$ cat config.mk
export PLATFORM = sky130hd
export DESIGN_NAME = fetch_unit
export DESIGN_NICKNAME = d
export VERILOG_FILES = /design/src/rtl/fetch_unit.sv
export SDC_FILE = /design/constraint.sdc
export NUM_CORES = 2
export LEC_CHECK = 0
export ABC_CLOCK_PERIOD_IN_PS = 5800
export CAP_MARGIN = 15
export CORE_UTILIZATION = 46
export DETAILED_ROUTE_END_ITERATION = 8
export PLACE_DENSITY = 0.6
export SLEW_MARGIN = 20
export SYNTH_ARGS = -nofsm -noshare
export SYNTH_HDL_FRONTEND = slang
export SYNTH_SLANG_ARGS = --single-unit
$ cat constraint.sdc
create_clock -name CLK -period 5.8 [get_ports CLK]
set_input_delay 0.58 -clock CLK [delete_from_list [all_inputs] [get_ports CLK]]
set_output_delay 0.58 -clock CLK [all_outputs]
set_load 0.01 [all_outputs]
$ cat src/rtl/fetch_unit.sv
// Instruction fetch unit: a program-load phase fills a word-addressed instruction
// memory, then a run phase streams {pc, instruction} pairs to decode with redirect and stall.
module fetch_unit #(
    parameter int unsigned     XLEN       = 32,
    parameter int unsigned     ILEN       = 32,
    parameter int unsigned     IMEM_DEPTH = 64,
    parameter logic [XLEN-1:0] RESET_PC   = '0
) (
    input  logic            CLK,
    input  logic            RST,
    input  logic            start,
    input  logic            wr_en,
    input  logic [XLEN-1:0] wr_addr,
    input  logic [ILEN-1:0] wr_data,
    input  logic            redirect_valid,
    input  logic [XLEN-1:0] redirect_pc,
    input  logic            out_ready,
    output logic            out_valid,
    output logic [ILEN-1:0] out_ins,
    output logic [XLEN-1:0] out_pc,
    output logic [XLEN-1:0] out_next_pc,
    output logic            fault,
    output logic            busy
);

    localparam int unsigned     AW      = $clog2(IMEM_DEPTH);
    localparam logic [XLEN-1:0] PC_STEP = {{(XLEN-3){1'b0}}, 3'b100};

    typedef enum logic [1:0] {
        ST_LOAD  = 2'b00,
        ST_RUN   = 2'b01,
        ST_FAULT = 2'b10
    } state_e;

    // Legal byte address: word aligned and every bit above the word index clear
    // (assumes XLEN > AW + 2, so an out-of-range address can never alias a real word).
    function automatic logic addr_legal(input logic [XLEN-1:0] addr);
        addr_legal = (addr[1:0] == 2'b00) && (addr[XLEN-1:AW+2] == '0);
    endfunction

    function automatic logic [AW-1:0] word_idx(input logic [XLEN-1:0] addr);
        word_idx = addr[AW+1:2];
    endfunction

    state_e            state_q, state_d;
    logic [XLEN-1:0]   pc_q, pc_d;
    logic              out_valid_q, out_valid_d;
    logic [ILEN-1:0]   out_ins_q, out_ins_d;
    logic [XLEN-1:0]   out_pc_q, out_pc_d;
    logic              fault_q, fault_d;
    logic              mem_we_s;
    logic [ILEN-1:0]   imem_q [IMEM_DEPTH];

    // Next-state, PC and output-register computation.
    always_comb begin
        state_d     = state_q;
        pc_d        = pc_q;
        out_valid_d = out_valid_q;
        out_ins_d   = out_ins_q;
        out_pc_d    = out_pc_q;
        fault_d     = fault_q;
        mem_we_s    = 1'b0;
        case (state_q)
            ST_LOAD: begin
                out_valid_d = 1'b0;
                if (wr_en && addr_legal(wr_addr)) begin
                    mem_we_s = 1'b1;
                end else begin
                    mem_we_s = 1'b0;
                end
                if (start) begin
                    state_d = ST_RUN;
                    pc_d    = RESET_PC;
                end else begin
                    state_d = ST_LOAD;
                end
            end
            ST_RUN: begin
                // Redirect wins over both fetch and stall and squashes the held output.
                if (redirect_valid) begin
                    pc_d        = redirect_pc;
                    out_valid_d = 1'b0;
                end else if (!out_valid_q || out_ready) begin
                    if (addr_legal(pc_q)) begin
                        out_ins_d   = imem_q[word_idx(pc_q)];
                        out_pc_d    = pc_q;
                        out_valid_d = 1'b1;
                        pc_d        = pc_q + PC_STEP;
                    end else begin
                        state_d     = ST_FAULT;
                        fault_d     = 1'b1;
                        out_valid_d = 1'b0;
                    end
                end else begin
                    out_valid_d = out_valid_q;
                end
            end
            ST_FAULT: begin
                out_valid_d = 1'b0;
                fault_d     = 1'b1;
            end
            default: begin
                state_d     = ST_LOAD;
                pc_d        = RESET_PC;
                out_valid_d = 1'b0;
                fault_d     = 1'b0;
            end
        endcase
    end

    // Control and output registers with synchronous active-low reset.
    always_ff @(posedge CLK) begin
        if (!RST) begin
            state_q     <= ST_LOAD;
            pc_q        <= RESET_PC;
            out_valid_q <= 1'b0;
            out_ins_q   <= '0;
            out_pc_q    <= '0;
            fault_q     <= 1'b0;
        end else begin
            state_q     <= state_d;
            pc_q        <= pc_d;
            out_valid_q <= out_valid_d;
            out_ins_q   <= out_ins_d;
            out_pc_q    <= out_pc_d;
            fault_q     <= fault_d;
        end
    end

    // Instruction memory write port; contents deliberately survive reset.
    always_ff @(posedge CLK) begin
        if (RST && mem_we_s) begin
            imem_q[word_idx(wr_addr)] <= wr_data;
        end
    end

    assign out_valid   = out_valid_q;
    assign out_ins     = out_ins_q;
    assign out_pc      = out_pc_q;
    assign out_next_pc = out_pc_q + PC_STEP;
    assign fault       = fault_q;
    assign busy        = (state_q == ST_RUN);

endmodule

=== Word-level counts from Yosys, hierarchy flattened ===
Memory sizes are Yosys's and may differ from the RTL's. A register that Yosys moved wholly into a read port is not among the register bits.
Index checks and enable logic that the tools add are counted.

* Bits in writable memories: 2,048
* Input bits: 102
* Output and inout port bits: 99
* Memories: 1
* Register bits: 68

* Reductions and logical operators: 17
* Equal/unequal tests: 8
* Mux-type cells: 19
* Bitwise logic cells: 5
* $add $sub $neg: 2

{| class="wikitable"
|+ Memories
! memory !! words !! bits a word !! rd ports !! clocked after Yosys merged registers in !! wr ports !! line !! source
|-
| imem_q || 64 || 32 || 1 || 1 || 1 || 52 || <nowiki>logic [ILEN-1:0] imem_q [IMEM_DEPTH];</nowiki>
|}

{| class="wikitable"
|+ Operators with widths
! kind !! count
|-
| 32-bit two-way mux || 4
|-
| 32-bit one-hot mux with 3 select lines || 1
|-
| 32-bit by 3-bit adder with 32-bit output, second input constant || 2
|-
| 24-bit logical NOT || 2
|-
| 4-bit AND reduction || 4
|-
| 1-bit two-way mux || 9
|-
| 2-bit logical NOT || 3
|-
| 2-bit two-way mux || 3
|-
| 2-bit != test, second input constant || 3
|-
| 3-bit by 2-bit != test with 1-bit output, second input constant || 2
|-
| 2-bit one-hot mux with 3 select lines || 1
|-
| 1-bit NOT || 5
|-
| 1-bit logical AND || 4
|-
| 1-bit one-hot mux with 3 select lines || 1
|-
| 3-bit OR reduction || 1
|-
| 2-bit by 1-bit equality test with 1-bit output, second input constant || 1
|-
| 2-bit equality test, second input constant || 1
|-
| 1-bit logical NOT || 2
|-
| 2-bit by 1-bit != test with 1-bit output, second input constant || 1
|-
| 1-bit logical OR || 1
|}

=== Logic depth before layout (Yosys ltp) ===
* Word-level depth: 8
* Mapped depth: 12
* Mapped depth without buffers: 8

=== Worst setup path before layout ===
Ideal clock, no wire load.

* Path kind: input port to flip-flop
* From: in wr_addr[8]
* To: mem imem_q[30][0] (enable)
* Setup slack: 2.272 ns
* Data arrival time: 3.106 ns
* Cell stages on the path: 5
* Cell sequence: nor4_1 > nand3b_1 > nor4_1 > nand3_1 > nor2_1

* Word-level cells in the longest chain between the ends: 8

{| class="wikitable"
|+ Ends and longest elaborated chain
! item !! line !! source
|-
| from (decl) || 13 || <nowiki>input logic [XLEN-1:0] wr_addr,</nowiki>
|-
| 24-bit logical NOT || 38 || <nowiki>addr_legal = (addr[1:0] == 2'b00) && (addr[XLEN-1:AW+2] == '0);</nowiki>
|-
| 1-bit logical AND || 38 ||
|-
| 1-bit logical AND || 66 || <nowiki>if (wr_en && addr_legal(wr_addr)) begin</nowiki>
|-
| 1-bit two-way mux || 66 ||
|-
| 1-bit two-way mux || 63 || <nowiki>case (state_q)</nowiki>
|-
| 1-bit logical AND || 132 || <nowiki>if (RST && mem_we_s) begin</nowiki>
|-
| 1-bit two-way mux || 132 ||
|-
| 1-bit two-way mux (implied by the code) || 133 || <nowiki>imem_q[word_idx(wr_addr)] <= wr_data;</nowiki>
|-
| to (decl) || 52 ||
|}

Every way passes these cells.

=== Worst setup path after layout ===
* From: reg state_q[1]
* To: mem imem_q[6][27] (enable)

* Word-level cells in the longest chain between the ends: 5

{| class="wikitable"
|+ Ends and longest elaborated chain
! item !! line !! source
|-
| from (decl) || 45 || <nowiki>state_e state_q, state_d;</nowiki>
|-
| from (signal assigned) || 121 || <nowiki>state_q <= state_d;</nowiki>
|-
| 2-bit logical NOT || 63 ||
|-
| 1-bit two-way mux || 63 ||
|-
| 1-bit logical AND || 132 ||
|-
| 1-bit two-way mux || 132 ||
|-
| 1-bit two-way mux (implied by the code) || 133 ||
|}

Every way passes these cells.

==> flow_metrics.env <==
export IMPL_cp_class="flip-flop to flip-flop"
export IMPL_cts_htree_levels=4
export IMPL_grt_usage_pct=26.44
export IMPL_status="complete, no violations"
export IMPL_post_synth_top_area_fraction_pct=74.61
export IMPL_slowest_stage="sky130_fd_sc_hd__nor2_4"
export IMPL_floorplan_io_pins=201
export IMPL_dieWidth_um=425.3
export IMPL_syn_instance_count=3939
export IMPL_synthesis_yosys_warnings=0
export IMPL_synth_net_count=4047
export IMPL_number_of_global_route_vias_before_repair=41970
export IMPL_synth_top_cells_by_count="sky130_fd_sc_hd__edfxtp_1 (2,048), sky130_fd_sc_hd__mux4_2 (477), sky130_fd_sc_hd__nor2_1 (152)"
export IMPL_area_delta_synth_final_pct=15.02
export IMPL_critical_path_max_fanout=18
export IMPL_timing_max_transition_violations_final=0
export IMPL_drt_first_iter_violations=5760
export IMPL_synth_seq_cells=2148
export IMPL_endpoint_required_time_on_the_critical_path_ns=6.32
export IMPL_timing_critical_path_cells="inv_1 -> ha_1 -> nand3b_1 -> nor4_2 -> nand3_1 -> nor2_4 -> buf_4"
export IMPL_post_route_util_pct=53.54
export IMPL_route_detailed_wl_per_inst_um=34.73
export IMPL_min_period_ns=4.252
export IMPL_cts_sinks=2148
export IMPL_clock_fmax_mhz=235.2
export IMPL_clock_tree_from_tritoncts="done"
export IMPL_grt_first_pass_wirelength_um=331700
export IMPL_finalHoldWorstSlack_ns=0.3597
export IMPL_power_density_nw_per_um2=339.1
export IMPL_synth_edf_count=2048
export IMPL_clock_network_latency_to_the_later_pin_of_the_worst_skew_pair_ns=0.86
export IMPL_gp_congestion=0.8702
export IMPL_setup_slack_ns=1.548
export IMPL_final_worst_path_period_share_pct=73.31
export IMPL_data_arrival_time_at_the_worst_slack_endpoint_ns=4.78
export IMPL_dp_final_hpwl_um=145200
export IMPL_synth_area_top_cells="sky130_fd_sc_hd__edfxtp_1 (75%), sky130_fd_sc_hd__mux4_2 (13%), sky130_fd_sc_hd__dfxtp_1 (2.4%), sky130_fd_sc_hd__mux2i_1 (1.4%), sky130_fd_sc_hd__a22oi_1 (0.95%)"
export IMPL_synth_area_um2=82430
export IMPL_cts_buffer_depth=3
export IMPL_inst_count_dp=6439
export IMPL_n_fill_cell=13660
export IMPL_cp_end_kind="flip-flop"
export IMPL_fp_row_count=154
export IMPL_detailedRoute_firstPassIterationCount=7
export IMPL_post_synth_top_area_cell="sky130_fd_sc_hd__edfxtp_1"
export IMPL_average_footprint_of_a_synthesized_cell_um2=20.93
export IMPL_vdd_drop_max_mv=0.3173
export IMPL_synth_top_flop_cell="sky130_fd_sc_hd__edfxtp_1"
export IMPL_grt_antenna_before_repair=13
export IMPL_post_cts_resized=0
export IMPL_cellLeakagePower_nw=28.55
export IMPL_final_setup_viol_count=0
export IMPL_stdcell_count=6840
export IMPL_drc=0
export IMPL_hold_buffers=0
export IMPL_layout_nets=4420
export IMPL_synthMostInstantiatedCell="sky130_fd_sc_hd__edfxtp_1"
export IMPL_rsz0062_at_grt="false"
export IMPL_grt_start_max_net_pins=69
export IMPL_number_of_buffers_added_by_the_clock_tree_synthesis_step=210
export IMPL_finalInstanceArea_um2=94810
export IMPL_skew_ns=0.04291
export IMPL_initial_core_util_pct=46.55
export IMPL_worst_slew_pin_transition_ns=1.193
export IMPL_critical_path_startpoint_type="flip-flop"
export IMPL_portion_of_the_post_synthesis_area_used_by_sequential_elements_pct=77.04
export IMPL_core_region_area_um2=177100
export IMPL_totalPowerFinal_mw=32.15
export IMPL_drt_vias_per_instance=6.279
export IMPL_setup_tns_final_ns=0
export IMPL_cts_setup_buffers=0
export IMPL_relSlewSlack_pct=19.90
export IMPL_via_count=42950
export IMPL_async_reset_ff_share_pct=0
export IMPL_port_buffers=200
export IMPL_drt_total_wl_um=237600
export IMPL_floorplan_die_height_um=425.3
export IMPL_placement_setup_worst_slack_ns=0.8926
export IMPL_cap_viol_max_count=0
export IMPL_cts_root_buf="sky130_fd_sc_hd__clkbuf_16"
export IMPL_floorplan_die_area_um2=180900
export IMPL_finalHoldViolations=0
export IMPL_postRouteAntennaNets=0
export IMPL_cp_slowest_stage_delay_ns=0.94
export IMPL_post_synth_num_cell_types=74
export IMPL_clk_transition_reported_paths_ns=0.06
export IMPL_share_of_final_layout_standard_cells_stronger_than_drive_strength_1_pct=24.24
export IMPL_timing_hold_worst_class="input pin to flip-flop"
export IMPL_globalRoute_totalOverflow=0
export IMPL_placed_area_um2=88140
-- per-layer routing --
layer	wire [um]	GRT usage, %
met4	7121	7.980
met5	97	0
met3	22150	4.852
met1	98210	38.83
met2	110000	40.46
-- layout make-up --
cell class,instances,area (um2),share of cell area [%]
well taps,2340,2928,3.088
inverters,11,41.29,0.04355
clock buffers,272,5654,5.964
multi-input cells,1568,18290,19.29
clock inverters,125,989.7,1.044
diodes,3,7.507,0.007918
repair buffers,373,3379,3.565
flip-flops and latches,2148,63520,67.00
-- where the power goes --
| part | switching (mW) | total [mW] | leakage, nW | internal [mW] |
|---|---|---|---|---|
| Combinational | 1.15 | 1.77 | 6.09 | 0.613 |
| Sequential | 0.109 | 17.1 | 19.2 | 17.0 |
| Clock | 5.83 | 13.3 | 3.24 | 7.44 |
| Total | 7.09 | 32.1 | 28.5 | 25.1 |
-- cell families after synthesis --
group	after synthesis	synth area share [%]
muxes	598	14.51
and+or+nand+nor	497	2.942
DFF	2148	77.04
AOI/OAI and AO/OA	437	3.646
buffers and inverters	223	1.453
xor gates and xnor gates	30	0.3188
adders and majority gates	6	0.09107
-- critical path, delay by kind of cell, from the launching register on --
| family | cells | cell delay (ns) |
|---|---|---|
| AND/OR/NAND/NOR | 4 | 2.77 |
| buffers and inverters | 2 | 0.55 |
| adder cells (fa/ha/maj) | 1 | 0.25 |
| flip-flops | 1 | 0.31 |
-- state kept, by name, indices dropped and copies added, names as in the netlist --
name / flops
fault: 1
state_q: 2
out_ins: 32
imem_q: 2048
out_pc: 32
pc_q: 32
out_valid: 1
-- layout by cell type (no fill, tap or decap), drive strengths merged, types with 7 or more instances in the layout --
cell | synthesis | routed
nand3 | 27 | 27
a2111oi | 18 | 18
bufinv | 0 | 13
mux4 | 477 | 477
clkinv | 2 | 102
nand3b | 8 | 8
xor2 | 11 | 11
o221ai | 18 | 18
inv | 9 | 14
o22ai | 69 | 69
nand4 | 21 | 21
nor4 | 16 | 16
nand2b | 9 | 9
xnor2 | 19 | 19
nor2b | 13 | 13
mux2 | 8 | 8
a31oi | 8 | 8
nor4b | 7 | 7
clkdlybuf4s50 | 0 | 167
o21ai | 64 | 64
clkbuf | 76 | 272
nand2 | 144 | 144
clkinvlp | 0 | 7
buf | 136 | 206
a21oi | 80 | 80
a22oi | 104 | 104
dfxtp | 100 | 100
a211oi | 17 | 17
and2 | 34 | 34
edfxtp | 2048 | 2048
mux2i | 113 | 113
o211ai | 8 | 8
or3 | 7 | 7
and3 | 13 | 13
nor3 | 24 | 24
a211o | 7 | 7
a22o | 12 | 12
nor2 | 152 | 152
-- path summary, 6_finish.rpt --
check,start,to,slack [ns],cells past startpoint
setup / recovery,state_q[1],imem_q[6][27],1.55,7
hold / removal,redirect_pc[31],pc_q[31],0.36,3
setup reg to reg,state_q[1],imem_q[6][27],1.55,7
hold reg to reg,fault,fault,0.46,2
Power figures use the tool's default switching activity.
